$ cat src/rtl/wf_rr_select_if.sv
`default_nettype none
// ============================================================================
// Module   : wf_rr_select_if
// Purpose  : Request / selection handshake bundle for the round-robin selector.
// Revision : 1.0
// ============================================================================
interface wf_rr_select_if #(
    parameter int BITS = 6,
    parameter int SIZE = 40
);
    logic [SIZE-1:0] req;
    logic            flush;
    logic            out_valid;
    logic [BITS-1:0] out_idx;
    logic            out_ready;

    modport master (
        input  req,
        input  flush,
        input  out_ready,
        output out_valid,
        output out_idx
    );

    modport slave (
        output req,
        output flush,
        output out_ready,
        input  out_valid,
        input  out_idx
    );
endinterface
`default_nettype wire

$ cat src/rtl/wf_rr_select.sv
`default_nettype none
// ============================================================================
// Module   : wf_rr_select
// Purpose  : Round-robin wavefront selector with a registered valid/ready index.
// Revision : 1.0
// ============================================================================
module wf_rr_select #(
    parameter int BITS = 6,
    parameter int SIZE = 40
) (
    input  wire logic         clk,
    input  wire logic         rst,
    wf_rr_select_if.master    bus
);
    localparam logic [BITS-1:0] c_last_idx = BITS'(SIZE - 1);

    logic            r_valid;
    logic [BITS-1:0] r_idx;
    logic [BITS-1:0] r_ptr;

    logic            w_accept;
    logic            w_free;
    logic [BITS-1:0] w_ptr_next;
    logic [SIZE-1:0] w_elig;
    logic            w_any_hi;
    logic            w_any_lo;
    logic            w_any;
    logic [BITS-1:0] w_sel_hi;
    logic [BITS-1:0] w_sel_lo;
    logic [BITS-1:0] w_sel;

    always_comb begin
        w_accept = r_valid & bus.out_ready;
        w_free   = ~r_valid | w_accept;
        if (w_accept) begin
            w_ptr_next = (r_idx == c_last_idx) ? '0 : r_idx + BITS'(1);
        end else begin
            w_ptr_next = r_ptr;
        end
    end

    // Descending scan: the last hit written is the lowest index in each half.
    always_comb begin
        w_elig   = bus.req;
        w_any_hi = 1'b0;
        w_any_lo = 1'b0;
        w_sel_hi = '0;
        w_sel_lo = '0;
        for (int i = SIZE - 1; i >= 0; i--) begin
            if (w_accept && (r_idx == BITS'(i))) begin
                w_elig[i] = 1'b0;
            end
            if (w_elig[i]) begin
                if (BITS'(i) >= w_ptr_next) begin
                    w_any_hi = 1'b1;
                    w_sel_hi = BITS'(i);
                end else begin
                    w_any_lo = 1'b1;
                    w_sel_lo = BITS'(i);
                end
            end
        end
        w_any = w_any_hi | w_any_lo;
        w_sel = w_any_hi ? w_sel_hi : w_sel_lo;
    end

    always_ff @(posedge clk) begin
        if (!rst) begin
            r_valid <= 1'b0;
            r_idx   <= '0;
            r_ptr   <= '0;
        end else begin
            if (w_accept) begin
                r_ptr <= w_ptr_next;
            end
            if (bus.flush) begin
                r_valid <= 1'b0;
            end else if (w_free) begin
                r_valid <= w_any;
                if (w_any) begin
                    r_idx <= w_sel;
                end
            end
        end
    end

    assign bus.out_valid = r_valid;
    assign bus.out_idx   = r_idx;
endmodule
`default_nettype wire

$ cat src/flat_wrapper.sv
// flat-port wrapper written by rule: the top's interface ports become plain ports
module wf_rr_select_flat 
#(
    parameter int BITS = 6,
    parameter int SIZE = 40
)
  (clk, rst, bus_req, bus_flush, bus_out_ready, bus_out_valid, bus_out_idx);
  wf_rr_select_if #(.BITS(BITS), .SIZE(SIZE)) bus_i ();
  input  wire logic clk;
  input  wire logic rst;
  input wire logic [$bits(bus_i.req)-1:0] bus_req;
  input wire logic [$bits(bus_i.flush)-1:0] bus_flush;
  input wire logic [$bits(bus_i.out_ready)-1:0] bus_out_ready;
  output wire logic [$bits(bus_i.out_valid)-1:0] bus_out_valid;
  output wire logic [$bits(bus_i.out_idx)-1:0] bus_out_idx;
  assign bus_i.req = bus_req;
  assign bus_i.flush = bus_flush;
  assign bus_i.out_ready = bus_out_ready;
  assign bus_out_valid = bus_i.out_valid;
  assign bus_out_idx = bus_i.out_idx;
  wf_rr_select #(.BITS(BITS), .SIZE(SIZE)) u_core (.clk(clk), .rst(rst), .bus(bus_i));
endmodule
$ cat config.mk
export PLATFORM = sky130hd
export DESIGN_NAME = wf_rr_select_flat
export DESIGN_NICKNAME = d
export VERILOG_FILES = /design/src/rtl/wf_rr_select_if.sv /design/src/rtl/wf_rr_select.sv /design/src/flat_wrapper.sv
export SDC_FILE = /design/constraint.sdc
export NUM_CORES = 1
export LEC_CHECK = 0
export BUFFER_PORTS_ARGS = -buffer_cell sky130_fd_sc_hd__buf_2
export CAP_MARGIN = 20
export CORE_ASPECT_RATIO = 1.4
export CORE_MARGIN = 4
export CORE_UTILIZATION = 30
export DETAILED_ROUTE_END_ITERATION = 12
export PLACE_DENSITY_LB_ADDON = 0.25
export RECOVER_POWER = 25
export SYNTH_ARGS = -nofsm -noshare
export SYNTH_HDL_FRONTEND = slang
export SYNTH_SLANG_ARGS = --single-unit
$ cat constraint.sdc
create_clock -name clk -period 8.93 [get_ports clk]
set_input_delay 2.2325 -clock clk [delete_from_list [all_inputs] [get_ports clk]]
set_output_delay 2.2325 -clock clk [all_outputs]
set_load 0.02 [all_outputs]
# Word-level counts from Yosys, hierarchy flattened
# Index checks and enable logic that the tools add are counted.
[op_classes]
n_addsub = 1
order_cmp = 40
eq_ne = 39
n_mux = 363
bitwise = 6
reduce_logical = 43
[ops]
columns = ["operator", "count"]
rows = [
  ["6-bit two-way mux", 163],
  ["1-bit two-way mux", 200],
  ["6-bit by 5-bit equality test with 1-bit output (second input constant)", 16],
  ["5-bit by 6-bit >= comparator with 1-bit output (first input constant)", 16],
  ["6-bit by 4-bit equality test with 1-bit output (second input constant)", 8],
  ["6-bit equality test (second input constant)", 8],
  ["4-bit by 6-bit >= comparator with 1-bit output (first input constant)", 8],
  ["6-bit >= comparator (first input constant)", 8],
  ["1-bit logical AND", 40],
  ["6-bit by 3-bit equality test with 1-bit output (second input constant)", 4],
  ["3-bit by 6-bit >= comparator with 1-bit output (first input constant)", 4],
  ["6-bit by 2-bit equality test with 1-bit output (second input constant)", 2],
  ["1-bit by 6-bit >= comparator with 1-bit output (first input constant)", 2],
  ["2-bit by 6-bit >= comparator with 1-bit output (first input constant)", 2],
  ["6-bit by 1-bit adder with 6-bit output (second input constant)", 1],
  ["6-bit by 1-bit equality test with 1-bit output (second input constant)", 1],
  ["6-bit logical NOT", 1],
  ["1-bit inverter", 3],
  ["3-bit AND reduction", 1],
  ["1-bit OR", 2],
  ["2-bit OR reduction", 1],
  ["1-bit AND", 1],
]
[totals]
register_bits = 13
input_bits = 44
output_inout_bits = 7
word_cells = 495

# Longest topological paths before layout
[depth]
depth_word = 86
mapped_depth = 16
ltp_nobuf = 12

# Worst setup path after synthesis
# Ideal clock, no wire load.
[synth_path]
kind = "input to register"
start = "input port bus_out_ready"
end = "register u_core.r_idx[5] (netlist: u_core.bus.out_idx[5])"
setup_time_ns = 0.071
t_arrival_ns = 5.188
required_ns = 8.859
path_slack_ns = 3.671
path_stages = 12
n_path_buf = 2
path_cell_list = "buf_4 buf_6 a211o_1 o31a_1 o211ai_2 a31oi_1 or4_4 nor4_2 or4b_4 o31a_1 or3_1 a21oi_1"
[synth_between]
elab_chain_cells = 85
word_cells_on_any_way = 446
cone_classes = "40 x order compare; 362 x mux; 3 x bitwise; 41 x reduce/logical"
[synth_lines]
columns = ["item", "line_no", "source"]
rows = [
  ["start: declaration", "flat_wrapper.sv:13", "input wire logic [$bits(bus_i.out_ready)-1:0] bus_out_ready;"],
  ["1-bit AND *", "wf_rr_select.sv:33", "w_accept = r_valid & bus.out_ready;"],
  ["6-bit two-way mux", "wf_rr_select.sv:35", "if (w_accept) begin"],
  ["6-bit >= comparator", "wf_rr_select.sv:54", "if (BITS'(i) >= w_ptr_next) begin"],
  ["1-bit two-way mux", "wf_rr_select.sv:54", ""],
  ["1-bit two-way mux", "wf_rr_select.sv:53", "if (w_elig[i]) begin"],
  ["1-bit two-way mux", "wf_rr_select.sv:54", ""],
  ["1-bit two-way mux", "wf_rr_select.sv:53", ""],
  ["1-bit two-way mux", "wf_rr_select.sv:54", ""],
  ["[69 not listed]", "-", ""],
  ["1-bit two-way mux", "wf_rr_select.sv:54", ""],
  ["1-bit two-way mux", "wf_rr_select.sv:53", ""],
  ["1-bit two-way mux", "wf_rr_select.sv:54", ""],
  ["1-bit two-way mux", "wf_rr_select.sv:53", ""],
  ["1-bit two-way mux", "wf_rr_select.sv:54", ""],
  ["1-bit two-way mux", "wf_rr_select.sv:53", ""],
  ["1-bit OR", "wf_rr_select.sv:63", "w_any = w_any_hi | w_any_lo;"],
  ["3-bit AND reduction (no line)", "-", ""],
  ["end signal: assignment", "wf_rr_select.sv:81", "r_idx <= w_sel;"],
  ["end: declaration", "wf_rr_select.sv:18", "logic [BITS-1:0] r_idx;"],
]
# Mark *: on every way between the ends. The rest lies on a longest branch, timed or not.
# A chain may end at the register's enable or synchronous reset.

# Final worst setup path
[layout_path]
start = "input port bus_out_ready"
end = "register u_core.r_idx[3] (netlist: u_core.bus.out_idx[3])"
# Same word-level chain as after synthesis.

==> flow_metrics.env <==
export IMPL_worstRegToRegCells=11
export IMPL_drc=0
export IMPL_vias=5449
export IMPL_final_layout_size_suffix_gt1_frac=0.154
export IMPL_whs_path_depth=2
export IMPL_clk_pin_slew_worst_paths_ns=0.04
export IMPL_max_freq_mhz=155
export IMPL_async_reset_ff_frac=0
export IMPL_combPwrFrac=0.579
export IMPL_switching_share=0.490
export IMPL_fin_crit_ns=6.45
export IMPL_setup_violations=0
export IMPL_portBuffers=50
export IMPL_num_nets_final=645
export IMPL_yosysTopAreaCellShare=0.0866
export IMPL_die_h_um=141
export IMPL_htree_levels=1
export IMPL_worst_slew_pin_slew_ns=1.14
export IMPL_crit_type="primary input to flop"
export IMPL_synth_distinct_cells=91
export IMPL_worst_endpoint_arrival_ns=6.58
export IMPL_fin_area_um2=4190
export IMPL_hold_path_class="flop to flop"
export IMPL_status="completed"
export IMPL_yosysWarnings=0
export IMPL_antenna_left=0
export IMPL_worstHoldStart="u_core.bus.out_idx[5]"
export IMPL_cts_sinks=13
export IMPL_grt_overflow_total=0
export IMPL_start_util=0.308
export IMPL_n_antenna_cell=0
export IMPL_yosysTopAreaCell="o21ai_0"
export IMPL_synth_nets=616
export IMPL_synth_edf_count=0
export IMPL_root_buffer="clkbuf_16"
export IMPL_r2r_start="u_core.bus.out_idx[3]"
export IMPL_yosys_top_cells_area="o21ai_0 8.7%, dfxtp_1 6.8%, a21oi_1 5.8%"
export IMPL_synth_area_per_cell_um2=6.72
export IMPL_cp_required_ns=9.05
export IMPL_die_width_um=103
export IMPL_crit_path_top_delay_cell="o31ai_1"
export IMPL_ioPinCount=51
export IMPL_grt_pass1_vias=5180
export IMPL_r2r_end="u_core.bus.out_idx[3]"
export IMPL_cts_buffers_inserted=3
export IMPL_slew_viol_final=0
export IMPL_fin_skew_ns=0.000762
export IMPL_pwr_share_clk=0.236
export IMPL_finalHoldViolCount=0
export IMPL_vdd_drop_max_mv=0.0518
export IMPL_synth_top_cells_by_count="66 x o21ai_0, 48 x nand2_1, 44 x a21oi_1, 42 x nor2_1, 21 x o21a_1"
export IMPL_pre_cts_ws_ns=2.34
export IMPL_cp_start_kind="primary input"
export IMPL_max_stage_delay_ns=0.92
export IMPL_cp_cell_sequence="buf_2 > nand4bb_1 > o31ai_1 > a31oi_1 > or4_4 > nor4_2 > or4b_4 > o311ai_4 > mux2i_1 > nor2_1"
export IMPL_dr_first_iter_drc_count=721
export IMPL_finalPower_uw=372
export IMPL_synth_seq_cells=13
export IMPL_syn_inst=568
export IMPL_viasPerCell=7.30
export IMPL_antenna_found_initial=0
export IMPL_synth_area_um2=3810
export IMPL_cts_tree="yes"
export IMPL_fin_cells=746
export IMPL_fp_dieArea_um2=14600
export IMPL_drt_wl_total_mm=21.4
export IMPL_p_switching_uw=183
export IMPL_synth_main_ff_cell="dfxtp_1"
export IMPL_drv_cap=0
export IMPL_gp_congestion=1.06
export IMPL_placementRows=48
export IMPL_clock_latency_ns=0.25
export IMPL_wl_per_cell_um=28.7
export IMPL_core_um2=12400
export IMPL_p_per_area_nw_per_um2=88.8
export IMPL_hold_buffers=0
export IMPL_fin_tns_setup_ns=0
export IMPL_grt_max_degree=47
export IMPL_cts_setup_buffers=0
export IMPL_cts_resized_gates=0
export IMPL_first_pass_iters=8
export IMPL_dp_cells=742
export IMPL_finalCritPeriodShare=0.723
export IMPL_cp_max_fo=20
export IMPL_cts_max_path_buffers=2
export IMPL_rsz0062_at_grt="no"
export IMPL_power_leakage_uw=0.00152
export IMPL_track_usage=0.287
export IMPL_grt_first_pass_wirelength_mm=31.4
export IMPL_seq_power_share=0.184
export IMPL_dp_hpwl_mm=16.6
export IMPL_fin_ws_ns=2.48
export IMPL_r2r_slack_ns=3.78
export IMPL_min_to="u_core.bus.out_idx[5]"
export IMPL_slew_headroom=0.236
export IMPL_areaGrowthSynthToFinish_pct=9.94
export IMPL_internal_power_uw=190
export IMPL_postPlaceCellArea_um2=4120
export IMPL_synth_seq_area_share=0.0682
export IMPL_yosysMostFrequentCell="o21ai_0"
export IMPL_end_kind="flop"
==> kinds of logic after synthesis <==
logic type | synth area share
AOI/OAI and AO/OA | 0.552
and+or+nand+nor | 0.277
buffers and inverters | 0.0702
DFF | 0.0682
muxes | 0.0167
adders and majority gates | 0.0131
xor gates and xnor gates | 0.00230
==> metal layers <==
metal / share of wire / vias up / track usage
met1: 0.36 / 2559 / 0.345
met5: 0 / - / 0
met3: 0.093 / 116 / 0.0384
met2: 0.46 / 413 / 0.457
met4: 0.087 / 0 / 0.214
li1: - / 2361 / -
==> sequential cells by signal, indices dropped and copies added (netlist names) <==
signal                count
u_core.r_ptr              6
u_core.bus.out_valid      1
u_core.bus.out_idx        6
==> cell type report <==
class                   instances  area [µm²]
multi-input cells             503        3290
repair buffers                 61         324
fillers                      1363        8180
flip-flops and latches         13         260
inverters                      15        56.3
well taps                     150         188
clock buffers                   4        78.8
==> per-stage QoR <==
stage                     hold WS (ns)  utilization
after floorplan                  0.571            -
after global placement           0.667        0.333
after detailed placement         0.650        0.333
after CTS                        0.663        0.340
after global routing             0.689        0.339
final                            0.689        0.339
==> how the worst max path moves through the flow <==
| stage | to | slack, ns | from |
|---|---|---|---|
| 2_1_floorplan | u_core.bus.out_idx[5] | 3.67 | bus_out_ready |
| 3_3_place_gp | u_core.bus.out_idx[3] | 2.38 | bus_out_ready |
| 3_5_place_dp | u_core.bus.out_idx[3] | 2.34 | bus_out_ready |
| 4_1_cts | u_core.bus.out_idx[3] | 2.59 | bus_out_ready |
| 5_1_grt | u_core.bus.out_idx[3] | 2.22 | bus_out_ready |
| 6_report | u_core.bus.out_idx[3] | 2.48 | bus_out_ready |
==> layout by cell type, fill, tap and decap left out, drive strengths merged, types with 15 or more instances in the layout <==
cell   Yosys  final
o21a      21     21
nand3     18     18
nor3      17     17
nand2     49     49
a21oi     44     44
o21ai     73     73
buf       26     56
inv       15     15
nor2      43     43
==> worst max-delay path, delay by kind of cell <==
kind | cells | cell delay (ns)
AOI/OAI and AO/OA | 3 | 1.59
buffers and inverters | 1 | 0.27
muxes | 1 | 0.24
and+or+nand+nor | 5 | 2.24
==> power by group through the flow <==
stage               Clock, µW  Sequential [µW]  Combinational [µW]
floorplan                   0             67.0                 135
detailed placement          0             69.4                 205
global route             92.6             69.0                 226
finish                   88.1             68.6                 216
CTS                      89.6             68.3                 206
global placement            0             69.6                 209
No activity file was read; power rests on OpenSTA's default activity.
